`config.mk`:
```
export PLATFORM = sky130hd
export DESIGN_NAME = queued_resource_arbiter
export DESIGN_NICKNAME = d
export VERILOG_FILES = /design/src/rtl/queued_resource_arbiter_pkg.sv /design/src/rtl/arb_id_fifo.sv /design/src/rtl/queued_resource_arbiter.sv
export SDC_FILE = /design/constraint.sdc
export NUM_CORES = 1
export LEC_CHECK = 0
export CAP_MARGIN = 20
export CORE_UTILIZATION = 57
export CTS_BUF_LIST = sky130_fd_sc_hd__clkbuf_8
export DETAILED_ROUTE_END_ITERATION = 7
export PLACE_DENSITY = 0.81
export SLEW_MARGIN = 30
export SYNTH_ARGS = -nofsm -noshare
export SYNTH_HDL_FRONTEND = slang
export SYNTH_SLANG_ARGS = --single-unit
```
`constraint.sdc`:
```
create_clock -name i_clock -period 3 [get_ports i_clock]
set_input_delay 0.6 -clock i_clock [delete_from_list [all_inputs] [get_ports i_clock]]
set_output_delay 0.6 -clock i_clock [all_outputs]
set_load 0.03 [all_outputs]
```
`src/rtl/queued_resource_arbiter_pkg.sv`:
```
// -----------------------------------------------------------------------------
// queued_resource_arbiter_pkg
// Shared types and helpers for the FIFO-order resource arbiter.
//   arb_state_t      : controller states (IDLE, GRANT, TURN)
//   N_REQ_DEF        : default number of requesters
//   MAX_HOLD_DEF     : default maximum grant length (timeout build only)
//   onehot_from_id() : requester ID -> one-hot vector (truncate at call site)
// -----------------------------------------------------------------------------
package queued_resource_arbiter_pkg;

    localparam int N_REQ_DEF    = 4;
    localparam int MAX_HOLD_DEF = 16;
    localparam int ONEHOT_MAX_W = 32;

    typedef enum logic [1:0] {
        IDLE  = 2'd0,
        GRANT = 2'd1,
        TURN  = 2'd2
    } arb_state_t;

    // Callers cast the result down to their own requester count.
    function automatic logic [ONEHOT_MAX_W-1:0] onehot_from_id(input logic [ONEHOT_MAX_W-1:0] id);
        return ONEHOT_MAX_W'(1) << id;
    endfunction

endpackage

```
`src/rtl/arb_id_fifo.sv`:
```
// -----------------------------------------------------------------------------
// arb_id_fifo
// Circular queue of requester IDs, depth N_REQ, used by the arbiter to hold
// requesters in arrival order.
// Ports:
//   i_clock, i_reset : clock, asynchronous active-high reset
//   i_push, i_push_id: write i_push_id at the tail
//   i_pop            : discard the head entry (illegal while empty)
//   o_head_id        : head entry, forced to 0 while empty
//   o_count          : number of stored entries
//   o_empty          : queue holds no entries
// -----------------------------------------------------------------------------
module arb_id_fifo
    import queued_resource_arbiter_pkg::*;
#(
    parameter int N_REQ = N_REQ_DEF,
    parameter int ID_W  = $clog2(N_REQ)
) (
    input  logic            i_clock,
    input  logic            i_reset,
    input  logic            i_push,
    input  logic [ID_W-1:0] i_push_id,
    input  logic            i_pop,
    output logic [ID_W-1:0] o_head_id,
    output logic [ID_W:0]   o_count,
    output logic            o_empty
);

    localparam logic [ID_W-1:0] LAST_PTR   = ID_W'(N_REQ - 1);
    localparam logic [ID_W:0]   FULL_COUNT = (ID_W + 1)'(N_REQ);

    logic [ID_W-1:0] r_mem [N_REQ];
    logic [ID_W-1:0] r_wr_ptr;
    logic [ID_W-1:0] r_rd_ptr;
    logic [ID_W:0]   r_count;
    logic            w_empty;

    assign w_empty = (r_count == '0);

    // NOTE: the storage array has no reset; a slot is only read after it has
    // been written, and the head output is masked while the queue is empty.
    always_ff @(posedge i_clock) begin
        if (i_push) begin
            r_mem[r_wr_ptr] <= i_push_id;
        end
    end

    // NOTE: clocked state uses non-blocking assignments so every register
    // samples the pre-edge values of the others.
    always_ff @(posedge i_clock or posedge i_reset) begin
        if (i_reset) begin
            r_wr_ptr <= '0;
            r_rd_ptr <= '0;
            r_count  <= '0;
        end else begin
            if (i_push) begin
                r_wr_ptr <= (r_wr_ptr == LAST_PTR) ? '0 : r_wr_ptr + 1'b1;
            end
            if (i_pop) begin
                r_rd_ptr <= (r_rd_ptr == LAST_PTR) ? '0 : r_rd_ptr + 1'b1;
            end
            case ({i_push, i_pop})
                2'b10:   r_count <= r_count + 1'b1;
                2'b01:   r_count <= r_count - 1'b1;
                default: r_count <= r_count;
            endcase
        end
    end

    assign o_head_id = w_empty ? '0 : r_mem[r_rd_ptr];
    assign o_count   = r_count;
    assign o_empty   = w_empty;

    // Queue depth equals the requester count, so neither case can occur in a
    // correct controller.
    a_no_pop_empty: assert property (@(posedge i_clock) disable iff (i_reset)
        !(i_pop && w_empty));
    a_no_overflow: assert property (@(posedge i_clock) disable iff (i_reset)
        !(i_push && !i_pop && (r_count == FULL_COUNT)));

endmodule

```
`src/rtl/queued_resource_arbiter.sv`:
```
// -----------------------------------------------------------------------------
// queued_resource_arbiter
// FIFO-order arbiter sharing one resource between N_REQ requesters. New
// requesters enter a circular ID queue (lowest index first, one per cycle);
// the head gets a registered one-hot grant held until it drops its request,
// followed by one mandatory idle cycle before the next grant.
// Optional build macro ARB_TIMEOUT_EN: a grant still requested after MAX_HOLD
// cycles is revoked, o_timeout pulses and the holder is re-queued at the tail.
// Ports:
//   i_clock, i_reset : clock, asynchronous active-high reset
//   i_request        : level request per requester
//   o_grant          : registered one-hot grant, zero when the resource is free
//   o_busy           : OR of o_grant
//   o_queue_count    : queued requesters, excluding the current holder
//   o_head_id        : ID at the queue head (0 while the queue is empty)
//   o_timeout        : one-cycle pulse when the hold timer revokes a grant
// -----------------------------------------------------------------------------
module queued_resource_arbiter
    import queued_resource_arbiter_pkg::*;
#(
    parameter int N_REQ    = N_REQ_DEF,
    parameter int ID_W     = $clog2(N_REQ),
    parameter int MAX_HOLD = MAX_HOLD_DEF,
    parameter int CNT_W    = $clog2(MAX_HOLD + 1)
) (
    input  logic             i_clock,
    input  logic             i_reset,
    input  logic [N_REQ-1:0] i_request,
    output logic [N_REQ-1:0] o_grant,
    output logic             o_busy,
    output logic [ID_W:0]    o_queue_count,
    output logic [ID_W-1:0]  o_head_id,
    output logic             o_timeout
);

    arb_state_t       r_state;
    arb_state_t       w_next_state;
    logic [N_REQ-1:0] r_grant;
    logic [N_REQ-1:0] w_grant_next;
    logic [N_REQ-1:0] r_queued;
    logic [N_REQ-1:0] w_queued_next;
    logic [ID_W-1:0]  r_holder;
    logic [ID_W-1:0]  w_holder_next;

    logic             w_enq_valid;
    logic [ID_W-1:0]  w_enq_id;
    logic             w_push;
    logic [ID_W-1:0]  w_push_id;
    logic             w_pop;
    logic [ID_W-1:0]  w_head_id;
    logic [ID_W:0]    w_fifo_count;
    logic             w_fifo_empty;
    logic             w_timeout_fire;

    arb_id_fifo #(
        .N_REQ (N_REQ),
        .ID_W  (ID_W)
    ) u_fifo (
        .i_clock   (i_clock),
        .i_reset   (i_reset),
        .i_push    (w_push),
        .i_push_id (w_push_id),
        .i_pop     (w_pop),
        .o_head_id (w_head_id),
        .o_count   (w_fifo_count),
        .o_empty   (w_fifo_empty)
    );

    // Lowest-index new requester; scanning downwards lets the lowest win.
    always_comb begin
        w_enq_valid = 1'b0;
        w_enq_id    = '0;
        for (int i = N_REQ - 1; i >= 0; i--) begin
            if (i_request[i] && !r_queued[i]) begin
                w_enq_valid = 1'b1;
                w_enq_id    = ID_W'(i);
            end
        end
    end

`ifdef ARB_TIMEOUT_EN
    localparam logic [CNT_W-1:0] HOLD_LAST = CNT_W'(MAX_HOLD - 1);

    logic [CNT_W-1:0] r_hold_cnt;
    logic             r_timeout;

    assign w_timeout_fire = (r_state == GRANT) && i_request[r_holder]
                         && (r_hold_cnt == HOLD_LAST);

    // Held at zero outside GRANT, so it reads zero on the first GRANT cycle.
    always_ff @(posedge i_clock or posedge i_reset) begin
        if (i_reset) begin
            r_hold_cnt <= '0;
            r_timeout  <= 1'b0;
        end else begin
            r_timeout  <= w_timeout_fire;
            r_hold_cnt <= (r_state == GRANT) ? r_hold_cnt + 1'b1 : '0;
        end
    end

    assign o_timeout = r_timeout;
`else
    assign w_timeout_fire = 1'b0;
    assign o_timeout      = 1'b0;
`endif

    // The timer compare value MAX_HOLD-1 needs at least a two-cycle hold.
    a_hold_range: assert property (@(posedge i_clock) disable iff (i_reset)
        (MAX_HOLD >= 2) && (CNT_W >= 1));

    // NOTE: every signal written here gets a default first, so no path can
    // leave one unassigned and infer a latch.
    always_comb begin
        w_next_state  = r_state;
        w_grant_next  = r_grant;
        w_queued_next = r_queued;
        w_holder_next = r_holder;
        w_pop         = 1'b0;
        w_push        = 1'b0;
        w_push_id     = w_enq_id;

        // A revoked holder takes the tail slot; the new requester waits a cycle.
        if (w_timeout_fire) begin
            w_push    = 1'b1;
            w_push_id = r_holder;
        end else if (w_enq_valid) begin
            w_push                  = 1'b1;
            w_queued_next[w_enq_id] = 1'b1;
        end

        case (r_state)
            IDLE: begin
                if (!w_fifo_empty) begin
                    w_pop = 1'b1;
                    if (i_request[w_head_id]) begin
                        w_grant_next  = N_REQ'(onehot_from_id(32'(w_head_id)));
                        w_holder_next = w_head_id;
                        w_next_state  = GRANT;
                    end else begin
                        // Requester left while waiting: discard, no grant.
                        w_queued_next[w_head_id] = 1'b0;
                    end
                end
            end
            GRANT: begin
                if (!i_request[r_holder]) begin
                    w_grant_next            = '0;
                    w_queued_next[r_holder] = 1'b0;
                    w_next_state            = TURN;
                end else if (w_timeout_fire) begin
                    w_grant_next = '0;
                    w_next_state = TURN;
                end
            end
            TURN: begin
                w_next_state = IDLE;
            end
            default: begin
                w_next_state = IDLE;
            end
        endcase
    end

    always_ff @(posedge i_clock or posedge i_reset) begin
        if (i_reset) begin
            r_state <= IDLE;
        end else begin
            r_state <= w_next_state;
        end
    end

    always_ff @(posedge i_clock or posedge i_reset) begin
        if (i_reset) begin
            r_grant  <= '0;
            r_queued <= '0;
            r_holder <= '0;
        end else begin
            r_grant  <= w_grant_next;
            r_queued <= w_queued_next;
            r_holder <= w_holder_next;
        end
    end

    assign o_grant       = r_grant;
    assign o_busy        = |r_grant;
    assign o_queue_count = w_fifo_count;
    assign o_head_id     = w_head_id;

endmodule

```
==> results.cfg, run 1 <==
[timing]
grt_setup_unrepaired = false
slew_viol_final = 0
worstMarginPinSlew_ps = 723
skew_ps = 3.05
layout_min_cycle_time_ps = 2860
slew_headroom = 0.517
setup_viol = 0
fmax_mhz = 350
post-route-period-util = 0.953
fin_ws_ps = 141
hold_viol = 0
hold_ws_ps = 519
setup_tns_ps = 0

[clock_network]
cts_tree = done
clkTransAtPathRegs_ps = 90
h-tree-depth = 1
clockBufferDepth = 2
clk_latency_ps = 280
cts_hold_buffers = 0
clock_sinks = 27
root_buffer = clkbuf_8
post_cts_buffers = 0
cts_resized = 0
cts_made_buffers = 3

[synthesis]
syn-cell-area_um2 = 1430
synth_fp_nets = 145
postSynthCellCount = 132
synth-seq-cells = 27
yosys.area_share.xor_xnor = 0.0184
syn_area_per_cell_um2 = 10.8
yosys.cell_types.count = 43
async_reset_ff_frac = 0.704
ys.flop_type = dfrtp_1
synth-compound-area-share = 0.129
synth_top_family_by_area = simple AND/OR/NAND/NOR gates
synth_edf_count = 8
synth_fa_ha_area_frac = 0.0665
synth_mux_area_frac = 0.0647
synth_top_area_frac = 0.332
synth_area_leaders = dfrtp_1 (33%), edfxtp_1 (17%), ha_1 (5.2%), mux4_2 (4.7%), inv_1 (2.9%)
yosysSeqAreaShare = 0.500
yosys.area_share.simple = 0.178
yosys_warnings = 0
netlist.top_cell.by_area = dfrtp_1

[setup_path]
crit_family = multiplexers
cp_slowest_stage_delay_ps = 670
critPathMaxFanout = 11
critical_path.cell_chain = mux4_2 > and2b_1 > clkdlybuf4s50_1
worstSetupPathType = reg2out
crit_path_top_delay_cell = mux4_2
worstSetupEndpointType = output port
critPathBufInv = 1
cp-start-kind = register
crit_required_ps = 2400
crit_arrival_ps = 2260

[outcome]
outcome = complete, no violations

[placement]
gp_congestion = 0.802
dp_slack_ps = 155
placed_cell_area_um2 = 1630
portBuffers = 15
hpwl_um = 2180

[power]
ir_worst_vdd_v = 0.000786
p_leak_nw = 0.741
power.density_nw_per_um2 = 1230

[min_path]
hp-class = reg2reg

[drt]
drc_errors = 0
wl_per_cell_um = 15.9
met2RoutedLength_um = 1310
dr.first_iter.drc_count = 40
routed.top_layer = met4
antenna_left = 0
wl_met1_um = 1320
wl_um = 2870
vias = 1080
vias_per_cell = 6.00
firstDrtPassIters = 4
met3WireLength_um = 195

[die]
core_um2 = 2300
start_util = 0.623
die_w_um = 52.1
io_pins = 17
die-height_um = 52.1
rows = 17
fp.dieArea_um2 = 2710

[job]
maxCapViolations = 0

[finish]
final_area_um2 = 1680
syn2layout_area_growth_pct = 17.1
drive_gt1_frac = 0.0987
antenna_cells = 0
fin_util = 0.729
fillers = 176
nets = 166

[global_routing]
antenna_found_initial = 0
grt_pass1_vias = 1077
grt_usage = 0.258
grt_pass1_wl_um = 4930
grt_start_max_net_pins = 20
grt_overflow = 0
path summary, 6_finish.rpt:
check	slack, ps	depth (start not counted)	end	startpoint
max reg2reg	530	9	u_fifo.o_count[2]	u_fifo.o_count[0]
max	140	3	o_head_id[0]	u_fifo.r_rd_ptr[0]
min reg2reg	520	1	u_fifo.o_count[2]	u_fifo.o_count[2]
max in group asynchronous	1810	2	u_fifo.r_rd_ptr[0]	i_reset
min in group asynchronous	740	2	r_state[1]	i_reset
min	520	1	u_fifo.o_count[2]	u_fifo.o_count[2]
routing by layer:
layer | up-vias | global-route usage
li1 | 504 | -
met1 | 519 | 0.347
met2 | 49 | 0.404
met3 | 8 | 0.0409
met4 | 0 | 0.126
met5 | - | 0
area by class of cell:
type                    instances  area (um^2)  share of cell area
clock inverters                 1         5.00             0.00299
inverters                      11         41.3              0.0246
clock buffers                   3         41.3              0.0246
flip-flops and latches         27          716               0.427
multi-input cells              91          657               0.392
well taps                      28         35.0              0.0209
repair buffers                 19          180               0.108
logic make-up (layout without fill, tap and decap cells):
family                     Yosys count  in the layout
AOI/OAI and AO/OA                   27             27
muxes                                5              5
adders and majority gates            7              7
DFF                                 27             27
other                                1              1
and+or+nand+nor                     48             48
xor gates and xnor gates             3              3
buffers and inverters               14             34
worst reg2reg max path, stage by stage, from the launching register on:
cell and delay, ps:
dfrtp_1 440, nor3_1 490, or3_1 350, inv_1 190, ha_1 280, inv_1 70, fa_1 170, xor2_1 170
nor2_1 70, xor2_1 140
Yosys cell counts, types with 2 or more instances:
cell,instances
a21o_1,2
dfrtp_1,19
a32oi_1,2
nor2_1,10
xor2_1,2
nor2b_1,4
a31oi_1,2
nand2_1,11
a21oi_1,8
o21ai_0,5
nand3b_1,2
nand2b_1,4
edfxtp_1,8
ha_1,6
nor3_1,4
mux4_2,3
and2_1,4
inv_1,11
per-stage QoR:
stage               total power, W  instances
floorplan                  0.00150        132
global placement           0.00180        176
detailed placement         0.00185        176
CTS                        0.00206        180
global route               0.00224        180
finish                     0.00206        180
cell usage in the layout, fill, tap and decap left out, drive strengths merged, types with 3 or more instances in the layout:
master | synthesis | routed
edfxtp | 8 | 8
mux4 | 3 | 3
and2 | 4 | 4
inv | 11 | 11
clkdlybuf4s50 | 0 | 15
o21ai | 5 | 5
nor2 | 10 | 10
buf | 2 | 4
nand2b | 4 | 4
nor3 | 4 | 4
a21oi | 8 | 8
clkbuf | 1 | 3
dfrtp | 19 | 19
nor2b | 4 | 4
ha | 6 | 6
nand2 | 11 | 11
where the power goes:
group | leakage, nW | switching [W] | internal, W | total (W)
combinational | 0.412 | 0.000679 | 0.000510 | 0.00119
clock | 0.0255 | 0.000115 | 0.0000933 | 0.000209
sequential | 0.303 | 0.000121 | 0.000543 | 0.000664
total | 0.741 | 0.000915 | 0.00115 | 0.00206
state kept, by name (all words and copies together), names as in the netlist:
name             count
u_fifo.r_mem         8
o_grant              4
r_queued             4
u_fifo.o_count       3
r_holder             2
r_state              2
u_fifo.r_rd_ptr      2
u_fifo.r_wr_ptr      2
Note: power is estimated with default switching activity, not from simulation.
==> inputs of run 2 (changes only) <==
- CORE_MARGIN: not set -> 2
==> run 2 against run 1 <==
Compared with the run above:
- sequential power rose by 0.6%
- sequential share of layout area rose by 0.16 points
- cell area fell by 0.37%
- critical path type unchanged
- largest cell class unchanged
- largest power group unchanged
- highest routed layer unchanged
==> results.cfg, run 2 (synthesized netlist as in run 1, its figures left out) <==
[global_routing]
grt_start_max_net_pins = 20
grt_pass1_wl_um = 4770
grt_overflow = 0
grt_usage = 0.234
grt_pass1_vias = 1061
antenna_found_initial = 0

[power]
power_frac_comb = 0.575
ir_worst_vdd_v = 0.00101
p_switching_w = 0.000902
internal_power_w = 0.00114
p_leak_nw = 0.737
pwr-share-seq = 0.326
power.density_nw_per_um2 = 1230
power_frac_clock = 0.098
swShare = 0.441

[setup_path]
reg2reg_depth = 9
worstSetupPathType = reg2out
worstSetupEndpointType = output port
critical_path.cell_chain = mux4_2 > and2b_1 > clkdlybuf4s50_1
cp-start-kind = register
critPathMaxFanout = 11
crit_required_ps = 2400
cp_slowest_stage_delay_ps = 670
r2r-end = u_fifo.o_count[2]
reg2reg_slack_ps = 580
crit_arrival_ps = 2260
r2r_start = u_fifo.o_count[0]
cp-startpoint = u_fifo.r_rd_ptr[0]
crit_path_top_delay_cell = mux4_2

[die]
rows = 18
start_util = 0.588
fp.dieArea_um2 = 2930
die-height_um = 54.1
die_w_um = 54.1
io_pins = 17
core_um2 = 2430

[clock_network]
cts_made_buffers = 3
clk_latency_ps = 270
h-tree-depth = 1
root_buffer = clkbuf_8
cts_hold_buffers = 0
cts_resized = 0
clockBufferDepth = 2
clock_sinks = 27
post_cts_buffers = 0
cts_tree = done
clkTransAtPathRegs_ps = 90

[timing]
fmax_mhz = 350
layout_min_cycle_time_ps = 2860
grt_setup_unrepaired = false
slew_viol_final = 0
post-route-period-util = 0.952
skew_ps = 2.50
slew_headroom = 0.491
worstMarginPinSlew_ps = 762
setup_viol = 0
setup_tns_ps = 0
hold_viol = 0

[placement]
placed_cell_area_um2 = 1620
hpwl_um = 2160
gp_congestion = 0.879
portBuffers = 15

[finish]
regMostFlops = u_fifo.r_mem
nets = 165
layout_commonest_cell = dfrtp_1
drive_gt1_frac = 0.0861
layout_common_cells = dfrtp_1 (19), clkdlybuf4s50_1 (15), inv_1 (12), nand2_1 (11), nor2_1 (10)
syn2layout_area_growth_pct = 16.7
largest_reg_flops = 8
fillers = 191
fin_util = 0.686
antenna_cells = 0
final_area_um2 = 1670

[drt]
wl_per_cell_um = 15.4
vias_per_cell = 5.82
drc_errors = 0
vias = 1053
antenna_left = 0
wl_um = 2790
firstDrtPassIters = 4
dr.first_iter.drc_count = 32

[job]
maxCapViolations = 0

[min_path]
min_to = u_fifo.o_count[2]
hp-class = reg2reg
min_from = u_fifo.o_count[2]
worstHoldPathCells = 1

[outcome]
outcome = complete, no violations
==> run 2: changes by cell type in the layout (fill, tap and decap cells not counted), sizes merged <==
cell and change:
buf -1, clkinv -1, inv +1
==> run 2: layout make-up <==
type	instances	area, um^2	share of cell area
clock buffer	3	41.3	0.0247
clock inverter	1	3.75	0.00225
inverter	11	41.3	0.0247
multi-input combinational	91	657	0.394
sequential	27	716	0.429
tap	30	37.5	0.0225
timing repair buffer	18	173	0.103
==> run 2: how the worst max path moves through the flow <==
stage          slack (ps)           endpoint  cells past startpoint
4_1_cts               140       o_head_id[0]                      3
3_3_place_gp          280  u_fifo.o_count[2]                     11
5_1_grt                40       o_head_id[0]                      3
6_report              140       o_head_id[0]                      3
2_1_floorplan         650  u_fifo.o_count[2]                     10
3_5_place_dp          200  u_fifo.o_count[2]                     11
==> run 2: power by group through the flow <==
stage | Clock (W) | Combinational (W) | Sequential (W)
2_1_floorplan | 0 | 0.000789 | 0.000714
3_3_place_gp | 0 | 0.00113 | 0.000665
3_5_place_dp | 0 | 0.00117 | 0.000672
4_1_cts | 0.000209 | 0.00118 | 0.000666
5_1_grt | 0.000224 | 0.00132 | 0.000686
6_report | 0.000201 | 0.00118 | 0.000668
==> run 2: critical path: cells and delay by family, from the launching register on <==
family	cells	cell delay [ps]
mux	1	670
simple gates	1	240
flops	1	470
buf+inv	1	600
==> run 2: metrics by stage <==
stage	hold WS (ps)	setup WS (ps)	power (W)	std cells
5_1_grt	518	37.6	0.00223	181
3_5_place_dp	499	203	0.00184	177
3_3_place_gp	490	275	0.00180	177
6_report	508	145	0.00205	181
4_1_cts	511	141	0.00205	181
2_1_floorplan	483	649	0.00150	132
==> run 2: per-layer routing <==
layer	track usage	part of all wire
met1	0.285	0.40
met4	0.0958	0.023
met5	0	0
met2	0.390	0.50
met3	0.0639	0.076
==> inputs of run 3 (changes only) <==
- PLACE_DENSITY: 0.81 -> 0.82
==> run 3 against run 2 <==
Compared with the run above:
- maximum frequency is 0.19% higher
- die area stayed put
- total power is 0.19% higher
- sequential share of layout area stayed put
- utilization unchanged
- worst setup slack gained 5.5 ps
- cell area did not move
- global-route usage fell by 0.21 points
- clock-buffer cell count unchanged
- combinational power about the same
- critical path type unchanged
- flip-flop and latch count unchanged
- sequential power hardly changed
==> results.cfg, run 3 (synthesized netlist as in run 1, its figures left out) <==
[outcome]
outcome = complete, no violations

[timing]
fmax_mhz = 351
slew_headroom = 0.524
worstMarginPinSlew_ps = 714
setup_viol = 0
post-route-period-util = 0.950
slew_viol_final = 0
skew_ps = 7.30
hold_ws_ps = 517
setup_tns_ps = 0
grt_setup_unrepaired = false
layout_min_cycle_time_ps = 2850
hold_viol = 0

[global_routing]
grt_pass1_vias = 1011
grt_usage = 0.231
grt_start_max_net_pins = 20
grt_pass1_wl_um = 4580
antenna_found_initial = 0
grt_overflow = 0

[clock_network]
clkTransAtPathRegs_ps = 90
clockBufferDepth = 2
cts_hold_buffers = 0
post_cts_buffers = 0
clock_sinks = 27
h-tree-depth = 1
cts_made_buffers = 3
clk_latency_ps = 270
root_buffer = clkbuf_8
cts_tree = done
cts_resized = 0

[die]
start_util = 0.588
rows = 18
fp.dieArea_um2 = 2930
core_um2 = 2430
die_w_um = 54.1
io_pins = 17
die-height_um = 54.1

[setup_path]
r2r-end = u_fifo.o_count[2]
crit_arrival_ps = 2250
r2r_start = u_fifo.o_count[0]
worstSetupPathType = reg2out
cp-endpoint = o_head_id[0]
reg2reg_depth = 9
critPathMaxFanout = 11
reg2reg_slack_ps = 610
worstSetupEndpointType = output port
cp-start-kind = register
crit_required_ps = 2400
cp-startpoint = u_fifo.r_rd_ptr[0]

[min_path]
hp-class = reg2reg
min_from = u_fifo.o_count[2]

[job]
maxCapViolations = 0

[finish]
syn2layout_area_growth_pct = 16.7
nets = 165
antenna_cells = 0
largest_reg_flops = 8
final_area_um2 = 1670
drive_gt1_frac = 0.0861
regMostFlops = u_fifo.r_mem
layout_commonest_cell = dfrtp_1
layout_common_cells = dfrtp_1 (19), clkdlybuf4s50_1 (15), inv_1 (12), nand2_1 (11), nor2_1 (10)

[placement]
portBuffers = 15
gp_congestion = 0.874
hpwl_um = 2190
placed_cell_area_um2 = 1620

[drt]
wl_per_cell_um = 15.5
vias_per_cell = 5.72
antenna_left = 0
drc_errors = 0
vias = 1035
dr.first_iter.drc_count = 35
firstDrtPassIters = 4
wl_um = 2810

[power]
power.density_nw_per_um2 = 1230
ir_worst_vdd_v = 0.000958
p_leak_nw = 0.737
-- run 3: cell counts in the layout (fill, tap and decap cells not counted) --
No cell type changed its count.
-- run 3: final cells by class --
class / instances / area [um^2]
Clock buffer: 3 / 41.3
Clock inverter: 1 / 3.75
Fill cell: 191 / 763
Inverter: 11 / 41.3
Multi-Input combinational cell: 91 / 657
Sequential cell: 27 / 716
Tap cell: 30 / 37.5
Timing Repair Buffer: 18 / 173
-- run 3: per-stage QoR --
stage	utilization	total power, W	worst slack (ps)	cells
floorplan	-	0.00150	649	132
global placement	0.668	0.00180	286	177
detailed placement	0.668	0.00185	228	177
CTS	0.686	0.00205	152	181
global route	0.686	0.00222	50.8	181
finish	0.686	0.00205	150	181
-- run 3: routing by layer --
layer  GRT usage  routed length (um)  vias up
met5           0                   0        -
met2       0.382                1390       38
met4      0.0667                  25        0
met3      0.0694                 138        4
met1       0.295                1250      492
li1            -                   -      501
-- run 3: worst min path at each step --
stage                                   end  cells after the start  slack (ps)
after floorplan                 r_queued[2]                      2         480
after global placement    u_fifo.o_count[2]                      1         490
after detailed placement  u_fifo.o_count[2]                      1         500
after CTS                 u_fifo.o_count[2]                      1         520
after global routing      u_fifo.o_count[2]                      1         560
final                     u_fifo.o_count[2]                      1         520
-- run 3: critical path: stages, from the launching register on --
cell and delay, ps:
dfrtp_1 460, mux4_2 670, and2b_1 250, clkdlybuf4s50_1 600
-- run 3: power breakdown --
part           internal (W)  switching (W)
registers          0.000543       0.000124
clock network     0.0000917       0.000107
logic              0.000510       0.000673
